## config.mk

```make
export PLATFORM = sky130hd
export DESIGN_NAME = vga_timing_gen
export DESIGN_NICKNAME = d
export VERILOG_FILES = /design/src/rtl/vga_timing_pkg.sv /design/src/rtl/vga_axis_counter.sv /design/src/rtl/vga_timing_gen.sv
export SDC_FILE = /design/constraint.sdc
export NUM_CORES = 1
export LEC_CHECK = 0
export ABC_CLOCK_PERIOD_IN_PS = 4000
export CELL_PAD_IN_SITES_DETAIL_PLACEMENT = 2
export CELL_PAD_IN_SITES_GLOBAL_PLACEMENT = 2
export CORE_MARGIN = 2
export CORE_UTILIZATION = 31
export CTS_CLUSTER_DIAMETER = 100
export DETAILED_ROUTE_END_ITERATION = 12
export GPL_ROUTABILITY_DRIVEN = 0
export GPL_TIMING_DRIVEN = 0
export PLACE_DENSITY_LB_ADDON = 0.1
export SLEW_MARGIN = 30
export SYNTH_ARGS = -nofsm -noshare
export SYNTH_HDL_FRONTEND = slang
export SYNTH_SLANG_ARGS = --single-unit
export TNS_END_PERCENT = 20
```

## constraint.sdc

```tcl
create_clock -name vclock_in -period 4 [get_ports vclock_in]
set_input_delay 0.4 -clock vclock_in [delete_from_list [all_inputs] [get_ports vclock_in]]
set_output_delay 0.4 -clock vclock_in [all_outputs]
set_load 0.03 [all_outputs]
```

## src/rtl/vga_timing_pkg.sv

```systemverilog
// Shared raster timing description and the standard mode tables for the
// VGA timing generator.
package vga_timing_pkg;

   typedef struct packed {
      logic [15:0] h_vis;
      logic [15:0] h_fp;
      logic [15:0] h_sp;
      logic [15:0] h_bp;
      logic [15:0] v_vis;
      logic [15:0] v_fp;
      logic [15:0] v_sp;
      logic [15:0] v_bp;
      logic        h_pol;   // 1 = active-high
      logic        v_pol;
   } vga_timing_t;

   localparam vga_timing_t XGA_1024X768 = '{
      h_vis: 16'd1024, h_fp: 16'd24, h_sp: 16'd136, h_bp: 16'd160,
      v_vis: 16'd768,  v_fp: 16'd3,  v_sp: 16'd6,   v_bp: 16'd29,
      h_pol: 1'b0,     v_pol: 1'b0
   };

   localparam vga_timing_t SVGA_800X600 = '{
      h_vis: 16'd800,  h_fp: 16'd40, h_sp: 16'd128, h_bp: 16'd88,
      v_vis: 16'd600,  v_fp: 16'd1,  v_sp: 16'd4,   v_bp: 16'd23,
      h_pol: 1'b1,     v_pol: 1'b1
   };

   function automatic logic [15:0] h_total(input vga_timing_t t);
      return t.h_vis + t.h_fp + t.h_sp + t.h_bp;
   endfunction

   function automatic logic [15:0] v_total(input vga_timing_t t);
      return t.v_vis + t.v_fp + t.v_sp + t.v_bp;
   endfunction

endpackage

```

## src/rtl/vga_axis_counter.sv

```systemverilog
// One raster axis: wrapping counter plus registered visible/sync/last decode.
module vga_axis_counter #(
   parameter int unsigned WIDTH = 11
) (
   input  logic             clk,
   input  logic             rst,
   input  logic             en,
   input  logic [WIDTH:0]   vis_lim,
   input  logic [WIDTH:0]   sync_lo,
   input  logic [WIDTH:0]   sync_hi,
   input  logic [WIDTH:0]   last_val,
   input  logic             pol,
   output logic [WIDTH-1:0] count,
   output logic             visible,
   output logic             sync_lvl,
   output logic             last
);

   logic [WIDTH-1:0] nxt;
   logic [WIDTH:0]   nxt_w;

   // Flags are decoded from the next count so they land in the same cycle
   // as the count they describe; the decode limits belong to the mode that
   // will be active after this edge.
   always_comb begin
      nxt = count;
      if (rst)
         nxt = '0;
      else if (en)
         nxt = last ? '0 : count + WIDTH'(1);
      nxt_w = {1'b0, nxt};
   end

   always_ff @(posedge clk) begin
      count    <= nxt;
      visible  <= (nxt_w < vis_lim);
      sync_lvl <= ((nxt_w >= sync_lo) && (nxt_w < sync_hi)) ? pol : ~pol;
      last     <= (nxt_w == last_val);
   end

endmodule

```

## src/rtl/vga_timing_gen.sv

```systemverilog
// Two-mode raster timing generator; mode switches only on frame boundaries.
module vga_timing_gen
   import vga_timing_pkg::*;
#(
   parameter int unsigned H_WIDTH = 11,
   parameter int unsigned V_WIDTH = 10,
   parameter int unsigned F_WIDTH = 16,
   parameter vga_timing_t MODE_A  = XGA_1024X768,
   parameter vga_timing_t MODE_B  = SVGA_800X600
) (
   input  logic               vclock_in,
   input  logic               rst_in,
   input  logic               mode_in,
   output logic [H_WIDTH-1:0] hcount_out,
   output logic [V_WIDTH-1:0] vcount_out,
   output logic               hsync_out,
   output logic               vsync_out,
   output logic               blank_out,
   output logic               line_end_out,
   output logic               frame_end_out,
   output logic [F_WIDTH-1:0] frame_count_out,
   output logic               active_mode_out
);

   localparam logic [H_WIDTH:0] HA_VIS  = (H_WIDTH+1)'(MODE_A.h_vis);
   localparam logic [H_WIDTH:0] HA_SLO  = (H_WIDTH+1)'(MODE_A.h_vis + MODE_A.h_fp);
   localparam logic [H_WIDTH:0] HA_SHI  = (H_WIDTH+1)'(MODE_A.h_vis + MODE_A.h_fp + MODE_A.h_sp);
   localparam logic [H_WIDTH:0] HA_LAST = (H_WIDTH+1)'(h_total(MODE_A) - 16'd1);
   localparam logic [H_WIDTH:0] HB_VIS  = (H_WIDTH+1)'(MODE_B.h_vis);
   localparam logic [H_WIDTH:0] HB_SLO  = (H_WIDTH+1)'(MODE_B.h_vis + MODE_B.h_fp);
   localparam logic [H_WIDTH:0] HB_SHI  = (H_WIDTH+1)'(MODE_B.h_vis + MODE_B.h_fp + MODE_B.h_sp);
   localparam logic [H_WIDTH:0] HB_LAST = (H_WIDTH+1)'(h_total(MODE_B) - 16'd1);
   localparam logic [V_WIDTH:0] VA_VIS  = (V_WIDTH+1)'(MODE_A.v_vis);
   localparam logic [V_WIDTH:0] VA_SLO  = (V_WIDTH+1)'(MODE_A.v_vis + MODE_A.v_fp);
   localparam logic [V_WIDTH:0] VA_SHI  = (V_WIDTH+1)'(MODE_A.v_vis + MODE_A.v_fp + MODE_A.v_sp);
   localparam logic [V_WIDTH:0] VA_LAST = (V_WIDTH+1)'(v_total(MODE_A) - 16'd1);
   localparam logic [V_WIDTH:0] VB_VIS  = (V_WIDTH+1)'(MODE_B.v_vis);
   localparam logic [V_WIDTH:0] VB_SLO  = (V_WIDTH+1)'(MODE_B.v_vis + MODE_B.v_fp);
   localparam logic [V_WIDTH:0] VB_SHI  = (V_WIDTH+1)'(MODE_B.v_vis + MODE_B.v_fp + MODE_B.v_sp);
   localparam logic [V_WIDTH:0] VB_LAST = (V_WIDTH+1)'(v_total(MODE_B) - 16'd1);

   logic               next_mode;
   logic               frame_end;
   logic               h_vis, v_vis, h_last, v_last;
   logic               h_pol, v_pol;
   logic [H_WIDTH:0]   h_vis_lim, h_slo, h_shi, h_lastv;
   logic [V_WIDTH:0]   v_vis_lim, v_slo, v_shi, v_lastv;

   always_comb begin
      next_mode = (rst_in || frame_end) ? mode_in : active_mode_out;
      h_vis_lim = next_mode ? HB_VIS  : HA_VIS;
      h_slo     = next_mode ? HB_SLO  : HA_SLO;
      h_shi     = next_mode ? HB_SHI  : HA_SHI;
      h_lastv   = next_mode ? HB_LAST : HA_LAST;
      v_vis_lim = next_mode ? VB_VIS  : VA_VIS;
      v_slo     = next_mode ? VB_SLO  : VA_SLO;
      v_shi     = next_mode ? VB_SHI  : VA_SHI;
      v_lastv   = next_mode ? VB_LAST : VA_LAST;
      h_pol     = next_mode ? MODE_B.h_pol : MODE_A.h_pol;
      v_pol     = next_mode ? MODE_B.v_pol : MODE_A.v_pol;
   end

   vga_axis_counter #(.WIDTH(H_WIDTH)) u_h (
      .clk      (vclock_in),
      .rst      (rst_in),
      .en       (1'b1),
      .vis_lim  (h_vis_lim),
      .sync_lo  (h_slo),
      .sync_hi  (h_shi),
      .last_val (h_lastv),
      .pol      (h_pol),
      .count    (hcount_out),
      .visible  (h_vis),
      .sync_lvl (hsync_out),
      .last     (h_last)
   );

   vga_axis_counter #(.WIDTH(V_WIDTH)) u_v (
      .clk      (vclock_in),
      .rst      (rst_in),
      .en       (h_last),
      .vis_lim  (v_vis_lim),
      .sync_lo  (v_slo),
      .sync_hi  (v_shi),
      .last_val (v_lastv),
      .pol      (v_pol),
      .count    (vcount_out),
      .visible  (v_vis),
      .sync_lvl (vsync_out),
      .last     (v_last)
   );

   assign frame_end     = h_last & v_last;
   assign frame_end_out = frame_end;
   assign line_end_out  = h_last;
   assign blank_out     = ~(h_vis & v_vis);

   always_ff @(posedge vclock_in) begin
      if (rst_in) begin
         active_mode_out <= mode_in;
         frame_count_out <= '0;
      end else if (frame_end) begin
         active_mode_out <= mode_in;
         frame_count_out <= frame_count_out + F_WIDTH'(1);
      end
   end

endmodule

```

==> reports/summary.txt <==
=================================================================================
Outcome                                                              complete, no violations
CTS buffer count                                                                5
Total setup buffers inserted after CTS                                          0
Largest fanout on the critical path                                             9
Max rail drop VDD                                                      0.000111 V
Switching share of power                                                    25.3%
Antenna violations before repair                                                0
Min Tclk post-route                                                       3.41 ns
Sort of element at the start of the critical path                      input port
Chain of cells forming the critical path                             clkdlybuf4s50_1 -> a21oi_4 -> inv_4 -> mux2i_2 -> inv_1 -> ha_1 -> and4bb_2 -> mux2i_1 -> nand4b_1 -> a211o_1 -> and3_1 -> o21ai_1
Hold-fix buffers at CTS                                                         0
Cell chosen for the clock root                                       sky130_fd_sc_hd__clkbuf_8
Synthesized area per cell                                               9.11 um^2
NetSw                                                                      207 uW
Clk sink count                                                                 44
Number of I/O port buffers                                                     45
Post-route design area                                                  2940 um^2
Drt wl/cell                                                               14.7 um
Final layout net count                                                        321
Largest delay share family, worst path                               buffers and inverters
Detailed router's first-iteration violation count                              42
Fraction of registers with async set/reset                                     0%
Number of cells upsized or downsized after cts                                  0
HPWL Detailed                                                             4540 um
Maximum level of the CTS H-tree                                                 2
Length of the first detailed-routing pass in iterations                         4
Placement-stage worst setup slack                                      -0.0727 ns
Remaining Overflow, GRT                                                         0
Total Die Area                                                          8010 um^2
Chip Width                                                                89.5 um
Area share of the largest cell type after synthesis                         38.0%
Global-route wire length before repair                                    9800 um
Clock tree skew after final layout                                     0.00545 ns
Post-synth EDFFs                                                                1
Initial core utilization                                                    31.6%
Register clock-pin slew on the reported worst setup and hold paths        0.09 ns
Number of diodes                                                                0
Max frequency                                                             293 MHz
Warning count from the yosys run                                                0
Sequential-to-total area share from yosys stat                              39.3%
Core Footprint                                                          7180 um^2
Area post-placement                                                     2840 um^2
Power per standard cell area                                          278 nW/um^2
Critical Path Slowest Stage Cell                                     sky130_fd_sc_hd__mux2i_2
Synth Instances                                                               249
GRT Resource Usage Total                                                    15.8%
Detailed-route wire length                                                5880 um
Sequential cell area in the final layout                                 891 um^2
Detailed-route vias per instance                                             4.91
Crit. End Element                                                       flip-flop
CTS tree                                                                    built
Cell-internal power                                                        611 uW
Crit-path max cell delay                                                  0.55 ns
Share of cells above drive strength 1                                       9.93%
Max-slew headroom                                                           57.5%
Endpoint required time on the critical path                               4.23 ns
Final setup violation count                                                     0
Combined area of the multi-input logic cells                            1310 um^2
CP bufs+invs                                                                    3
Yosys cell types                                                               52
Final cycle utilization of the critical path                                85.3%
Max-cap check violation count                                                   0
Mapped Area                                                             2270 um^2
Syn_nets                                                                      269
Later-pin clock latency in the skew report                                0.30 ns
Unrepaired setup endpoints after global routing                             false
Synthesized flop and latch total                                               44
Critical path start-end classification                               input port to flip-flop
Remaining routing DRC violations                                                0
Max Transition Viols Final                                                      0
Die boundary height                                                       89.5 um
Cell taking the most area after synthesis                            sky130_fd_sc_hd__dfxtp_1
Pin count of the biggest net entering global routing                           14
Worst Hold Class                                                     flip-flop to flip-flop
Most common library cells after synthesis                            43 x sky130_fd_sc_hd__dfxtp_1, 38 x sky130_fd_sc_hd__nor2_1, 18 x sky130_fd_sc_hd__xor2_1
Share of total power in the clock network                                   36.5%
Maximum root-to-sink buffer count                                               2
Leading post-synthesis cells by cell area                            sky130_fd_sc_hd__dfxtp_1 38%, sky130_fd_sc_hd__ha_1 9.4%, sky130_fd_sc_hd__xor2_1 7.0%
Post-route antenna net violation count                                          0
Number of I/O pins                                                             46
Most used DFF post-synth                                             sky130_fd_sc_hd__dfxtp_1
Setup slack after layout                                                 0.589 ns
Leading cell type by number of instances after synthesis             sky130_fd_sc_hd__dfxtp_1
Final hold viol count                                                           0
Worst slew pin tran                                                      0.625 ns
Sequential share of power                                                   55.0%
Number of global-route vias before repair                                   1,995
Routed vias                                                                 1,968
Row cnt                                                                        31
Number of fillers in the final layout                                         803
Worst EP arrival                                                          3.64 ns
Combinational power share                                                    8.6%
Synth-to-layout area growth                                                 29.6%
Lkg Pwr                                                                   1.14 nW
=================================================================================
[area by class of cell]
class | instances | area share (%)
Multi-Input combinational cell | 191 | 44.5
Sequential cell | 44 | 30.3
Timing Repair Buffer | 45 | 15.3
Tap cell | 99 | 4.22
Clock buffer | 6 | 2.81
Buffer | 6 | 1.36
Inverter | 8 | 1.11
Clock inverter | 2 | 0.341
[cell families (layout without fill, tap and decap cells)]
group / count (synthesis) / in the layout / share of synthesized area [%]
AOI/OAI and AO/OA: 28 / 28 / 9.05
xor gates and xnor gates: 27 / 27 / 10.4
buffers and inverters: 14 / 67 / 3.20
muxes: 4 / 4 / 1.77
adders and majority gates: 17 / 17 / 9.38
and+or+nand+nor: 115 / 115 / 26.9
DFF: 44 / 44 / 39.3
[worst reg2reg max path: cells and delay by family, from the launching register on]
family,cells,cell delay (ns)
compound gates,3,0.74
simple gates,3,0.51
fa+ha+maj,1,0.37
buf+inv,2,0.45
flops,1,0.39
mux,2,0.68
[power by group through the flow]
stage                     sequential, mW  clock, mW  combinational, mW
after global routing               0.451      0.327             0.0801
after global placement             0.460          0             0.0703
after floorplan                    0.470          0             0.0344
after CTS                          0.450      0.311             0.0715
after detailed placement           0.460          0             0.0712
final                              0.450      0.298             0.0700
[layer usage]
metal  vias up  track usage [%]  wire (um)
li1        979                -          -
met1       958             21.9       2840
met2        27             25.1       2860
met3         4             3.14        143
met4         0             3.66         46
met5         -                0          0
[cell usage in the layout (no fill, tap or decap), types with 3 or more instances in the layout]
cell,n
sky130_fd_sc_hd__and3_1,6
sky130_fd_sc_hd__nor2_1,38
sky130_fd_sc_hd__nand4_1,11
sky130_fd_sc_hd__clkbuf_8,6
sky130_fd_sc_hd__ha_1,17
sky130_fd_sc_hd__clkdlybuf4s50_1,45
sky130_fd_sc_hd__xnor2_1,9
sky130_fd_sc_hd__mux2i_1,3
sky130_fd_sc_hd__xor2_1,18
sky130_fd_sc_hd__dfxtp_1,43
sky130_fd_sc_hd__or3_1,4
sky130_fd_sc_hd__a21oi_1,6
sky130_fd_sc_hd__nor4_1,4
sky130_fd_sc_hd__o21ai_0,6
sky130_fd_sc_hd__inv_1,7
sky130_fd_sc_hd__nand3_1,13
sky130_fd_sc_hd__nand2_1,16
[final timing paths]
check / startpoint / endpoint / slack, ns / cells after the start
hold reg to reg: u_h.count[0]$_DFF_P_ / u_h.count[0]$_DFF_P_ / 0.52 / 1
setup / recovery: rst_in / u_h.sync_lvl$_DFF_P_ / 0.59 / 12
hold / removal: u_h.count[0]$_DFF_P_ / u_h.count[0]$_DFF_P_ / 0.52 / 1
setup reg to reg: u_h.last$_DFF_P_ / u_h.sync_lvl$_DFF_P_ / 0.80 / 11
[sequential cells by signal, summed over array words and instances, names as in the netlist]
register / cells
active_mode_out: 1
frame_count_out: 16
u_h.count: 11
u_h.last: 1
u_h.sync_lvl: 1
u_h.visible: 1
u_v.count: 10
u_v.last: 1
u_v.sync_lvl: 1
u_v.visible: 1
[stage by stage]
| step | util (%) | TNS [ns] | cells | hold slack [ns] | total power [mW] |
|---|---|---|---|---|---|
| after floorplan | - | 0 | 249 | 0.499 | 0.504 |
| after global placement | 39.6 | -0.0727 | 393 | 0.494 | 0.530 |
| after detailed placement | 39.6 | -0.0727 | 393 | 0.509 | 0.531 |
| after CTS | 40.9 | 0 | 401 | 0.532 | 0.832 |
| after global routing | 40.9 | 0 | 401 | 0.562 | 0.858 |
| final | 40.9 | 0 | 401 | 0.518 | 0.818 |
(Power assumes the default switching activity.)
